<file path="src/rtl/cla_pipe_adder.sv">
// Segment-pipelined carry-lookahead adder: one SEG-bit segment per stage, carry registered between stages.
// Optional subtract mode is compiled in with `define CLA_PIPE_SUB_EN (adds the sub_in port).
module cla_pipe_adder #(
    parameter int WIDTH = 64,
    parameter int SEG   = 16
) (
    input  logic             clk,
    input  logic             rst,
    input  logic             en,
    input  logic             flush,
    input  logic             in_valid,
    input  logic [WIDTH-1:0] a_in,
    input  logic [WIDTH-1:0] b_in,
    input  logic             c_in,
`ifdef CLA_PIPE_SUB_EN
    input  logic             sub_in,
`endif
    output logic [WIDTH-1:0] sum_out,
    output logic             c_out,
    output logic             out_valid
);

    localparam int NSEG = WIDTH / SEG;
    localparam int NGRP = SEG / 4;

    // Groups of 4 bits use full lookahead; the group carry ripples to the next group.
    function automatic logic [SEG:0] cla_seg(input logic [SEG-1:0] a,
                                             input logic [SEG-1:0] b,
                                             input logic           ci);
        logic [SEG-1:0] g;
        logic [SEG-1:0] p;
        logic [SEG-1:0] c;
        logic           cg;
        g  = a & b;
        p  = a ^ b;
        c  = '0;
        cg = ci;
        for (int k = 0; k < NGRP; k++) begin
            c[4*k]   = cg;
            c[4*k+1] = g[4*k] | (p[4*k] & cg);
            c[4*k+2] = g[4*k+1] | (p[4*k+1] & g[4*k]) | (p[4*k+1] & p[4*k] & cg);
            c[4*k+3] = g[4*k+2] | (p[4*k+2] & g[4*k+1]) | (p[4*k+2] & p[4*k+1] & g[4*k])
                     | (p[4*k+2] & p[4*k+1] & p[4*k] & cg);
            cg       = g[4*k+3] | (p[4*k+3] & g[4*k+2]) | (p[4*k+3] & p[4*k+2] & g[4*k+1])
                     | (p[4*k+3] & p[4*k+2] & p[4*k+1] & g[4*k])
                     | (p[4*k+3] & p[4*k+2] & p[4*k+1] & p[4*k] & cg);
        end
        return {cg, p ^ c};
    endfunction

    logic sub;
`ifdef CLA_PIPE_SUB_EN
    assign sub = sub_in;
`else
    assign sub = 1'b0;
`endif

    for (genvar s = 0; s < NSEG; s++) begin : stg
        localparam int REM = WIDTH - (s + 1) * SEG;

        logic [WIDTH-s*SEG-1:0] a_up;
        logic [WIDTH-s*SEG-1:0] b_up;
        logic                   cin;
        logic                   vin;
        logic                   sub_s;
        logic [SEG:0]           res;
        logic [(s+1)*SEG-1:0]   sum_r;
        logic                   carry_r;
        logic                   valid_r;

        if (s == 0) begin : head
            assign a_up  = a_in;
            assign b_up  = b_in;
            assign cin   = sub ? 1'b1 : c_in;
            assign vin   = in_valid;
            assign sub_s = sub;

            always_ff @(posedge clk or posedge rst) begin
                if (rst)
                    sum_r <= '0;
                else if (en)
                    sum_r <= res[SEG-1:0];
            end
        end else begin : body
            assign a_up  = stg[s-1].ops.a_r;
            assign b_up  = stg[s-1].ops.b_r;
            assign cin   = stg[s-1].carry_r;
            assign vin   = stg[s-1].valid_r;
            assign sub_s = stg[s-1].ops.sub_r;

            // Lower sum segments travel with the op so the output is aligned.
            always_ff @(posedge clk or posedge rst) begin
                if (rst)
                    sum_r <= '0;
                else if (en)
                    sum_r <= {res[SEG-1:0], stg[s-1].sum_r};
            end
        end

        assign res = cla_seg(a_up[SEG-1:0], b_up[SEG-1:0] ^ {SEG{sub_s}}, cin);

        always_ff @(posedge clk or posedge rst) begin
            if (rst) begin
                carry_r <= 1'b0;
                valid_r <= 1'b0;
            end else begin
                if (en) begin
                    carry_r <= res[SEG];
                    valid_r <= vin;
                end
                if (flush)
                    valid_r <= 1'b0;
            end
        end

        // Operand bits not yet consumed by a segment, plus the op's subtract flag.
        if (s < NSEG - 1) begin : ops
            logic [REM-1:0] a_r;
            logic [REM-1:0] b_r;
            logic           sub_r;

            always_ff @(posedge clk or posedge rst) begin
                if (rst) begin
                    a_r   <= '0;
                    b_r   <= '0;
                    sub_r <= 1'b0;
                end else if (en) begin
                    a_r   <= a_up[WIDTH-s*SEG-1:SEG];
                    b_r   <= b_up[WIDTH-s*SEG-1:SEG];
                    sub_r <= sub_s;
                end
            end
        end
    end

    assign sum_out   = stg[NSEG-1].sum_r;
    assign c_out     = stg[NSEG-1].carry_r;
    assign out_valid = stg[NSEG-1].valid_r;

endmodule

</file>
<file path="config.mk">
export PLATFORM = sky130hd
export DESIGN_NAME = cla_pipe_adder
export DESIGN_NICKNAME = d
export VERILOG_FILES = /design/src/rtl/cla_pipe_adder.sv
export SDC_FILE = /design/constraint.sdc
export NUM_CORES = 1
export LEC_CHECK = 0
export ABC_AREA = 1
export BUFFER_PORTS_ARGS = -buffer_cell sky130_fd_sc_hd__buf_2
export CAP_MARGIN = 40
export CELL_PAD_IN_SITES_DETAIL_PLACEMENT = 1
export CELL_PAD_IN_SITES_GLOBAL_PLACEMENT = 1
export CORE_AREA = 2 2 194 196
export DETAILED_ROUTE_END_ITERATION = 10
export DIE_AREA = 0 0 196 198
export HOLD_SLACK_MARGIN = 0.1
export PLACE_DENSITY = 0.86
export SYNTH_ARGS = -nofsm -noshare
export SYNTH_HDL_FRONTEND = slang
export SYNTH_SLANG_ARGS = --single-unit
</file>
<file path="constraint.sdc">
create_clock -name clk -period 14.3 [get_ports clk]
set_input_delay 2.86 -clock clk [delete_from_list [all_inputs] [get_ports clk]]
set_output_delay 2.86 -clock clk [all_outputs]
set_load 0.02 [all_outputs]
</file>
==> impl_metrics.ini, run 1 <==
[cts]
cts_buffers = 40
root_buffer = clkbuf_16
cts.repair.resized = 0
cts_max_level = 2
clock_latency_ns = 0.53
post-cts-setup-buffers = 0
cts_buffer_depth = 3
cts.sinks = 360
path_clk_slew_ns = 0.06
cts_tree = yes
hold_buffers = 0

[final_layout]
area.growth.synth_to_final_pct = 17.9
nets = 2152
nFillCells = 4327
final_area_mm2 = 0.0188
antenna_cells = 0
drive_above_1_share = 0.165

[floorplanning]
start_util = 0.432
pin_count = 200
die_area_mm2 = 0.0388
chipWidth_um = 196
fp.dieH_um = 198
rows = 71
core_area_mm2 = 0.0370

[logic_synthesis]
yosys_warnings = 0
avgSynthCellArea_um2 = 9.05
synth.top_cell.area_share = 0.564
synth_top_cell_by_area = dfrtp_1
synth_area_leaders = dfrtp_1 56%, nand2_1 16%, o21ai_0 6.4%
synth_edf_count = 0
seq_area_frac_synth = 0.564
netlist_instances = 1764
synthesis.area_mm2 = 0.0160
ys.flop_type = dfrtp_1
synth_common_cells = 699 x nand2_1, 360 x dfrtp_1, 203 x o21ai_0, 135 x inv_1, 64 x ha_1
syn_nets = 1978
synth.distinct_cells = 36
synthArstFlopShare = 1.00
synth_seq_cells = 360
yosys.cell_count.top_type = nand2_1

[pwr]
clock_power_share = 0.374
peakVddDrop_uv = 87.7
power.density_mw_per_mm2 = 153
switching_share = 0.294
p_leak_uw = 0.00993
p_switching_uw = 847
seqPwrFrac = 0.442
p_int_uw = 2040
p_comb_frac = 0.184

[route]
vias = 12200
drt_wl_total_mm = 38.6
vias_per_cell = 5.00
remaining_drc_errors = 0
ant_nets = 0
drtPass1Iterations = 4
drt_iter0_drc = 561
routedWlPerCell_um = 15.8

[global_routing]
gr-usage-all-layers = 0.203
grt_pass1_vias = 13300
top_usage_layer = met2
use_met1 = 0.247
grtUsageMet2 = 0.376
use_met3 = 0.0310
grt_max_degree = 162
grt_antenna_before_repair = 1
grt_pass1_wl_mm = 64.6
gr-total-overflow = 0

[worst_setup_path]
cp.required_ns = 14.64
crit_path_max_fanout = 161
crit_type = in -> reg
arrival_ns = 4.97
worst_setup_path_end_kind = flop
critPathLaunchType = primary input
r2r_setup_slack_ns = 11.97

[sta]
final.setup.tns_ns = 0
skew_ns = 0.0224
max_freq_ghz = 0.216
slew_headroom = 0.434
finalCriticalPeriod_ns = 4.63
grt_setup_unrepaired = false
finalHoldViolations = 0
setup_viol_count_final = 0
period_share = 0.324
worst_slew_pin_slew_ns = 0.849
slew_viol_final = 0

[placement]
portBuffers = 199
dpl.hpwl_mm = 26.5
gp_congestion = 0.773
placed_area_mm2 = 0.0174

[outcome]
status = finished clean

[job]
drv_cap = 0

[min_path]
hold_class = reg -> reg
==> worst paths after layout <==
| path | from | end | cells after the start |
|---|---|---|---|
| hold reg to reg | sum_out[7] | sum_out[7] | 2 |
| max in group asynchronous | rst | sum_out[55] | 5 |
| min in group asynchronous | rst | stg[2].valid_r | 2 |
| setup reg to reg | stg[0].ops.a_r[9] | stg[1].sum_r[29] | 8 |
| setup / recovery | en | stg[2].ops.a_r[8] | 4 |
| hold / removal | sum_out[7] | sum_out[7] | 2 |
==> placed cells by master (no fill, tap or decap), drive strengths merged <==
cell type  Yosys  routed
clkinv         0       6
clkbuf        33      58
nor3           7       7
and3           2       2
fa            16      16
ha            64      64
nand3         48      48
o21ai        204     204
xnor2         16      16
bufinv         0       4
nand3b         3       3
inv          135     137
a21boi         3       3
nand2        727     727
nor2          29      29
nand4          5       5
a211oi         2       2
o22ai          2       2
or2            8       8
clkinvlp       0       2
and2           1       1
buf           46     211
xor2          11      11
a31oi          8       8
a21o           3       3
a21oi         26      26
dfrtp        360     360
o21bai         5       5
==> cells by family (layout without fill, tap and decap cells) <==
kind of cell	Yosys count	count (layout)	share of synthesized area
simple gates	830	830	0.214
flops	360	360	0.564
compound gates	253	253	0.0828
buf+inv	214	418	0.0537
fa+ha+maj	80	80	0.0702
xor+xnor	27	27	0.0148
==> registers in the layout (all words and copies together) (netlist names) <==
signal       count
stg.ops.a_r     96
sum_out         64
stg.sum_r       96
stg.valid_r      3
stg.ops.b_r     96
stg.carry_r      3
c_out            1
out_valid        1
==> layout make-up <==
type / count / area (um2) / share of cell area
Clock buffer: 58 / 1220 / 0.0648
Clock inverter: 14 / 186 / 0.00990
Sequential cell: 360 / 9010 / 0.479
Tap cell: 474 / 593 / 0.0315
Timing Repair Buffer: 211 / 1190 / 0.0631
Multi-Input combinational cell: 1190 / 6110 / 0.324
Inverter: 135 / 522 / 0.0277
==> per-layer routing <==
metal | share of wire | wire length [um] | up-vias
met5 | 0.00034 | 13 | -
met4 | 0.019 | 717 | 2
met3 | 0.036 | 1390 | 61
met2 | 0.52 | 20000 | 180
met1 | 0.43 | 16400 | 6079
li1 | - | - | 5898
==> power groups by stage <==
stage / clock network (uW) / registers [uW] / logic, uW
3_5_place_dp: 0 / 1290 / 534
6_report: 1080 / 1280 / 530
4_1_cts: 1110 / 1280 / 542
3_3_place_gp: 0 / 1280 / 492
5_1_grt: 1150 / 1290 / 605
2_1_floorplan: 0 / 1320 / 311
==> worst max-delay path, cell delays in order <==
cell	delay [ns]
buf_8	0.26
inv_8	0.64
buf_4	0.76
o21ai_0	0.25
==> metrics by stage <==
step                      cells   util  setup WS [ns]  hold slack (ns)  power [uW]
after floorplan            1764      -           1.45            0.442        1630
after global placement     2365  0.468           8.72            0.449        1770
after detailed placement   2370  0.471           9.10            0.454        1830
after CTS                  2442  0.509           9.62            0.467        2920
after global routing       2442  0.509           9.49            0.486        3050
final                      2442  0.509           9.67            0.465        2890
Power figures use the tool's default switching activity.
==> inputs of run 2 (changes only) <==
==> constraint.sdc (replaced) <==
create_clock -name clk -period 4.3 [get_ports clk]
set_input_delay 0.86 -clock clk [delete_from_list [all_inputs] [get_ports clk]]
set_output_delay 0.86 -clock clk [all_outputs]
set_load 0.02 [all_outputs]
==> run 2 against run 1 <==
Core utilization shrank 0.28 points. Setup slack got worse by 7.8 ns. Critical path type unchanged. First-iteration DRC count fell by 19%. Sequential share of layout area grew 0.27 points. Largest power group unchanged. Sequential power rose to 3.3 times the previous value. Via count fell by 0.61%. Final cell count hardly changed.
==> impl_metrics.ini, run 2 (synthesis results as in run 1) <==
[outcome]
status = finished clean

[sta]
slew_headroom = 0.476
setup_viol_count_final = 0
max_freq_ghz = 0.416
finalHoldViolations = 0
period_share = 0.559
skew_ns = 0.0120
finalWorstSetupSlack_ns = 1.90
slew_viol_final = 0
worst_slew_pin_slew_ns = 0.785
grt_setup_unrepaired = false
finalCriticalPeriod_ns = 2.40

[global_routing]
grt_antenna_before_repair = 1
grtUsageMet2 = 0.362
gr-total-overflow = 0
grt_pass1_vias = 13100
grt_max_degree = 172
grt_pass1_wl_mm = 63.5
use_met3 = 0.0342
top_usage_layer = met2
gr-usage-all-layers = 0.200
use_met1 = 0.247

[placement]
detailedPlace.worstSlack_ns = 1.40
portBuffers = 199
gp_congestion = 0.809
dpl.hpwl_mm = 25.2
dp_cells = 2376

[worst_setup_path]
arrival_ns = 2.77
r2r_setup_slack_ns = 1.97
cp.required_ns = 4.67
crit_path_max_fanout = 4
crit_type = in -> reg
critPathLaunchType = primary input
worst_setup_path_end_kind = flop

[floorplanning]
chipWidth_um = 196
rows = 71
core_area_mm2 = 0.0370
start_util = 0.432
fp.dieH_um = 198
pin_count = 200
die_area_mm2 = 0.0388

[final_layout]
multiInputGateArea_mm2 = 0.00611
area.growth.synth_to_final_pct = 17.2
layout_common_cells = 699 x nand2_1, 360 x dfrtp_1, 203 x o21ai_0
reg.largest.list = stg.ops.a_r x96, stg.ops.b_r x96, stg.sum_r x96
instances_no_fill = 2443
nFillCells = 4362
antenna_cells = 0
nets = 2158
seqCellArea_mm2 = 0.00901
drive_above_1_share = 0.163
mostFrequentLayoutCell = nand2_1

[min_path]
hold_class = reg -> reg

[cts]
cts_max_level = 2
root_buffer = clkbuf_16
hold_buffers = 0
post-cts-setup-buffers = 0
cts.repair.resized = 0
cts_buffer_depth = 3
clock_latency_ns = 0.53
path_clk_slew_ns = 0.06
cts_tree = yes
cts_buffers = 40
cts.sinks = 360

[route]
drtPass1Iterations = 5
vias_per_cell = 4.97
drt_wl_total_mm = 37.8
ant_nets = 0
remaining_drc_errors = 0
routedWlPerCell_um = 15.5
vias = 12100
drt_iter0_drc = 454

[pwr]
p_leak_uw = 0.00988
peakVddDrop_uv = 260
power.density_mw_per_mm2 = 499

[job]
drv_cap = 0
run 2: report_power, final:
group | total [uW] | leakage (uW) | internal [uW] | switching [uW]
clock network | 3360 | 0.000629 | 2030 | 1330
logic | 1760 | 0.00479 | 644 | 1110
registers | 4230 | 0.00446 | 3930 | 308
run 2: cell type report:
| cell class | instances | share of cell area |
|---|---|---|
| clock buffer | 61 | 0.0642 |
| clock inverter | 6 | 0.00441 |
| inverter | 135 | 0.0277 |
| multi-input combinational | 1190 | 0.326 |
| sequential | 360 | 0.481 |
| tap | 474 | 0.0317 |
| timing repair buffer | 217 | 0.0647 |
run 2: metal layers:
layer  wire length, um  vias up
met5                13        -
met2             19400      187
met1             16200     5991
met4               729        2
met3              1420       61
li1                  -     5905
run 2: critical path, stage by stage:
cell	delay (ns)
buf_2	0.11
ha_1	0.34
nand3_1	0.11
nand3_2	0.10
nand2_1	0.10
nand2_2	0.10
nand2_2	0.08
nand2_2	0.09
nand2_1	0.10
nand2_2	0.09
fa_1	0.40
xnor2_1	0.18
o21ai_0	0.11
run 2: worst paths after layout:
kind	end	startpoint	cells after the start
max in group asynchronous	stg[1].ops.b_r[16]	rst	3
max	stg[0].sum_r[13]	a_in[1]	13
min	sum_out[5]	sum_out[5]	2
max reg2reg	stg[1].sum_r[29]	stg[0].ops.a_r[1]	11
min in group asynchronous	stg[1].sum_r[13]	rst	2
min reg2reg	sum_out[5]	sum_out[5]	2
run 2: metrics by stage:
step                area (um2)   util  total power, uW  TNS, ns  hold WS [ns]
detailed placement       17400  0.472             6050        0         0.453
floorplan                16000      -             5430  -499.06         0.442
finish                   18700  0.507             9350        0         0.464
global route             18700  0.507             9890        0         0.491
CTS                      18700  0.507             9490        0         0.467
global placement         17400  0.471             5910        0         0.449
==> inputs of run 3 (changes only) <==
==> constraint.sdc (replaced) <==
create_clock -name clk -period 2.4 [get_ports clk]
set_input_delay 0.48 -clock clk [delete_from_list [all_inputs] [get_ports clk]]
set_output_delay 0.48 -clock clk [all_outputs]
set_load 0.02 [all_outputs]
==> run 3 against run 2 <==
Register-to-register slack got worse by 1.8 ns. Clock skew decreased by 0.0052 ns. Core utilization grew 0.65 points. Clock-buffer cell count fell by 6. Sequential power up 80%. Critical path depth shrank 2. Routed wire length increased by 2.5%. Power grew 82%. Non-clock buffer count up 12. Clock power is 87% higher. Global-route usage increased by 0.53 points. Final cell count increased by 0.65%. Largest cell class unchanged. Highest routed layer unchanged.
==> impl_metrics.ini, run 3 (synthesis results as in run 1) <==
[sta]
finalCriticalPeriod_ns = 2.27
slew_viol_final = 0
finalHoldViolations = 0
slew_headroom = 0.558
worst_slew_pin_slew_ns = 0.663
setup_viol_count_final = 0
skew_ns = 0.00683
finalWorstSetupSlack_ns = 0.127
hold-worst-slack_ns = 0.140
max_freq_ghz = 0.440
period_share = 0.947
grt_setup_unrepaired = false

[pwr]
p_total_uw = 17100
p_switching_uw = 5020
p_leak_uw = 0.0100
p_int_uw = 12000
power.density_mw_per_mm2 = 900
peakVddDrop_uv = 499
clock_power_share = 0.368
seqPwrFrac = 0.446
switching_share = 0.294
p_comb_frac = 0.187

[floorplanning]
chipWidth_um = 196
start_util = 0.432
fp.dieH_um = 198
rows = 71
die_area_mm2 = 0.0388
pin_count = 200
core_area_mm2 = 0.0370

[final_layout]
area.growth.synth_to_final_pct = 18.7
drive_above_1_share = 0.171
nets = 2170
reg.largest.list = stg.ops.a_r x96, stg.ops.b_r x96, stg.sum_r x96
instances_no_fill = 2459
mostFrequentLayoutCell = nand2_1
multiInputGateArea_mm2 = 0.00611
fin_util = 0.513
seqCellArea_mm2 = 0.00901
nFillCells = 4328
layout_common_cells = 699 x nand2_1, 360 x dfrtp_1, 203 x o21ai_0

[cts]
cts_buffer_depth = 3
cts.repair.resized = 0
cts_buffers = 40
cts_tree = yes
post-cts-setup-buffers = 0
root_buffer = clkbuf_16
hold_buffers = 1
clock_latency_ns = 0.54
cts_max_level = 2
path_clk_slew_ns = 0.06
cts.sinks = 360

[route]
routedWlPerCell_um = 15.8
remaining_drc_errors = 0
drtPass1Iterations = 5
drt_wl_total_mm = 38.8
vias = 12300
drt_iter0_drc = 455
vias_per_cell = 4.99
ant_nets = 0

[worst_setup_path]
r2r_start = stg[1].ops.a_r[1]
crit_end = stg[2].sum_r[45]
arrival_ns = 2.67
cp.required_ns = 2.79
r2r-end = stg[2].sum_r[45]
crit_type = reg -> reg
worst_setup_path_end_kind = flop
r2r_setup_slack_ns = 0.13
r2r_cells = 11
crit_path_max_fanout = 4
critPathLaunchType = flop
critPathLaunch = stg[1].ops.a_r[1]

[placement]
dp_cells = 2387
detailedPlace.worstSlack_ns = 0.00396
gp_congestion = 0.829
portBuffers = 199
dpl.hpwl_mm = 26.0

[outcome]
status = finished clean

[global_routing]
grt_max_degree = 167
gr-usage-all-layers = 0.205
gr-total-overflow = 0
grt_pass1_wl_mm = 64.8
grt_antenna_before_repair = 1
grt_pass1_vias = 13400

[min_path]
hold_class = in -> reg
min-delay-start = b_in[58]

[job]
drv_cap = 0
## run 3: cell types whose count changed in the layout (fill, tap and decap cells not counted)
cell / delta
buf_12: +8
buf_16: -1
buf_4: +4
bufinv_16: +2
clkbuf_1: -5
clkbuf_8: -1
clkinv_2: +6
clkinv_4: +1
diode_2: +1
dlygate4sd3_1: +1
## run 3: cell type report
type	count	share of cell area
flip-flops and latches	360	0.475
multi-input cells	1190	0.322
repair buffers	229	0.0730
clock buffers	55	0.0616
well taps	474	0.0313
inverters	135	0.0273
clock inverters	15	0.00957
diodes	1	0.000132
## run 3: worst min path at each step
stage | endpoint | slack (ns) | depth (start not counted)
2_1_floorplan | stg[0].ops.a_r[16] | 0.44 | 2
3_3_place_gp | sum_out[26] | 0.45 | 2
3_5_place_dp | sum_out[23] | 0.45 | 2
4_1_cts | stg[0].ops.a_r[47] | 0.11 | 3
5_1_grt | stg[0].ops.b_r[5] | 0.14 | 3
6_report | stg[0].ops.b_r[42] | 0.14 | 3
## run 3: per-stage QoR
step | TNS [ns] | instance area [um2]
floorplan | -1046.26 | 16000
global placement | 0 | 17600
detailed placement | 0 | 17600
CTS | 0 | 19000
global route | 0 | 19000
finish | 0 | 19000
## run 3: power groups by stage
stage          Clock, uW  Sequential, uW  Combinational (uW)
2_1_floorplan          0            7870                1850
3_3_place_gp           0            7640                2980
3_5_place_dp           0            7700                3180
4_1_cts             6450            7610                3250
5_1_grt             6670            7720                3630
6_report            6270            7600                3180
## run 3: worst max-delay path: stages, from the launching register on
cell,delay [ns]
dfrtp_1,0.40
ha_1,0.35
or2_4,0.28
nand3b_4,0.09
nand2_4,0.07
nand2_2,0.09
nand2_4,0.08
nand2_4,0.08
nand2_4,0.06
fa_1,0.38
xnor2_1,0.16
o21ai_0,0.10
## run 3: per-layer routing
metal	track usage	up-vias	part of all wire
met3	0.0293	69	0.036
met1	0.254	6066	0.43
met2	0.369	197	0.51
met5	0	-	0.00034
met4	0.0671	2	0.025
li1	-	5936	-
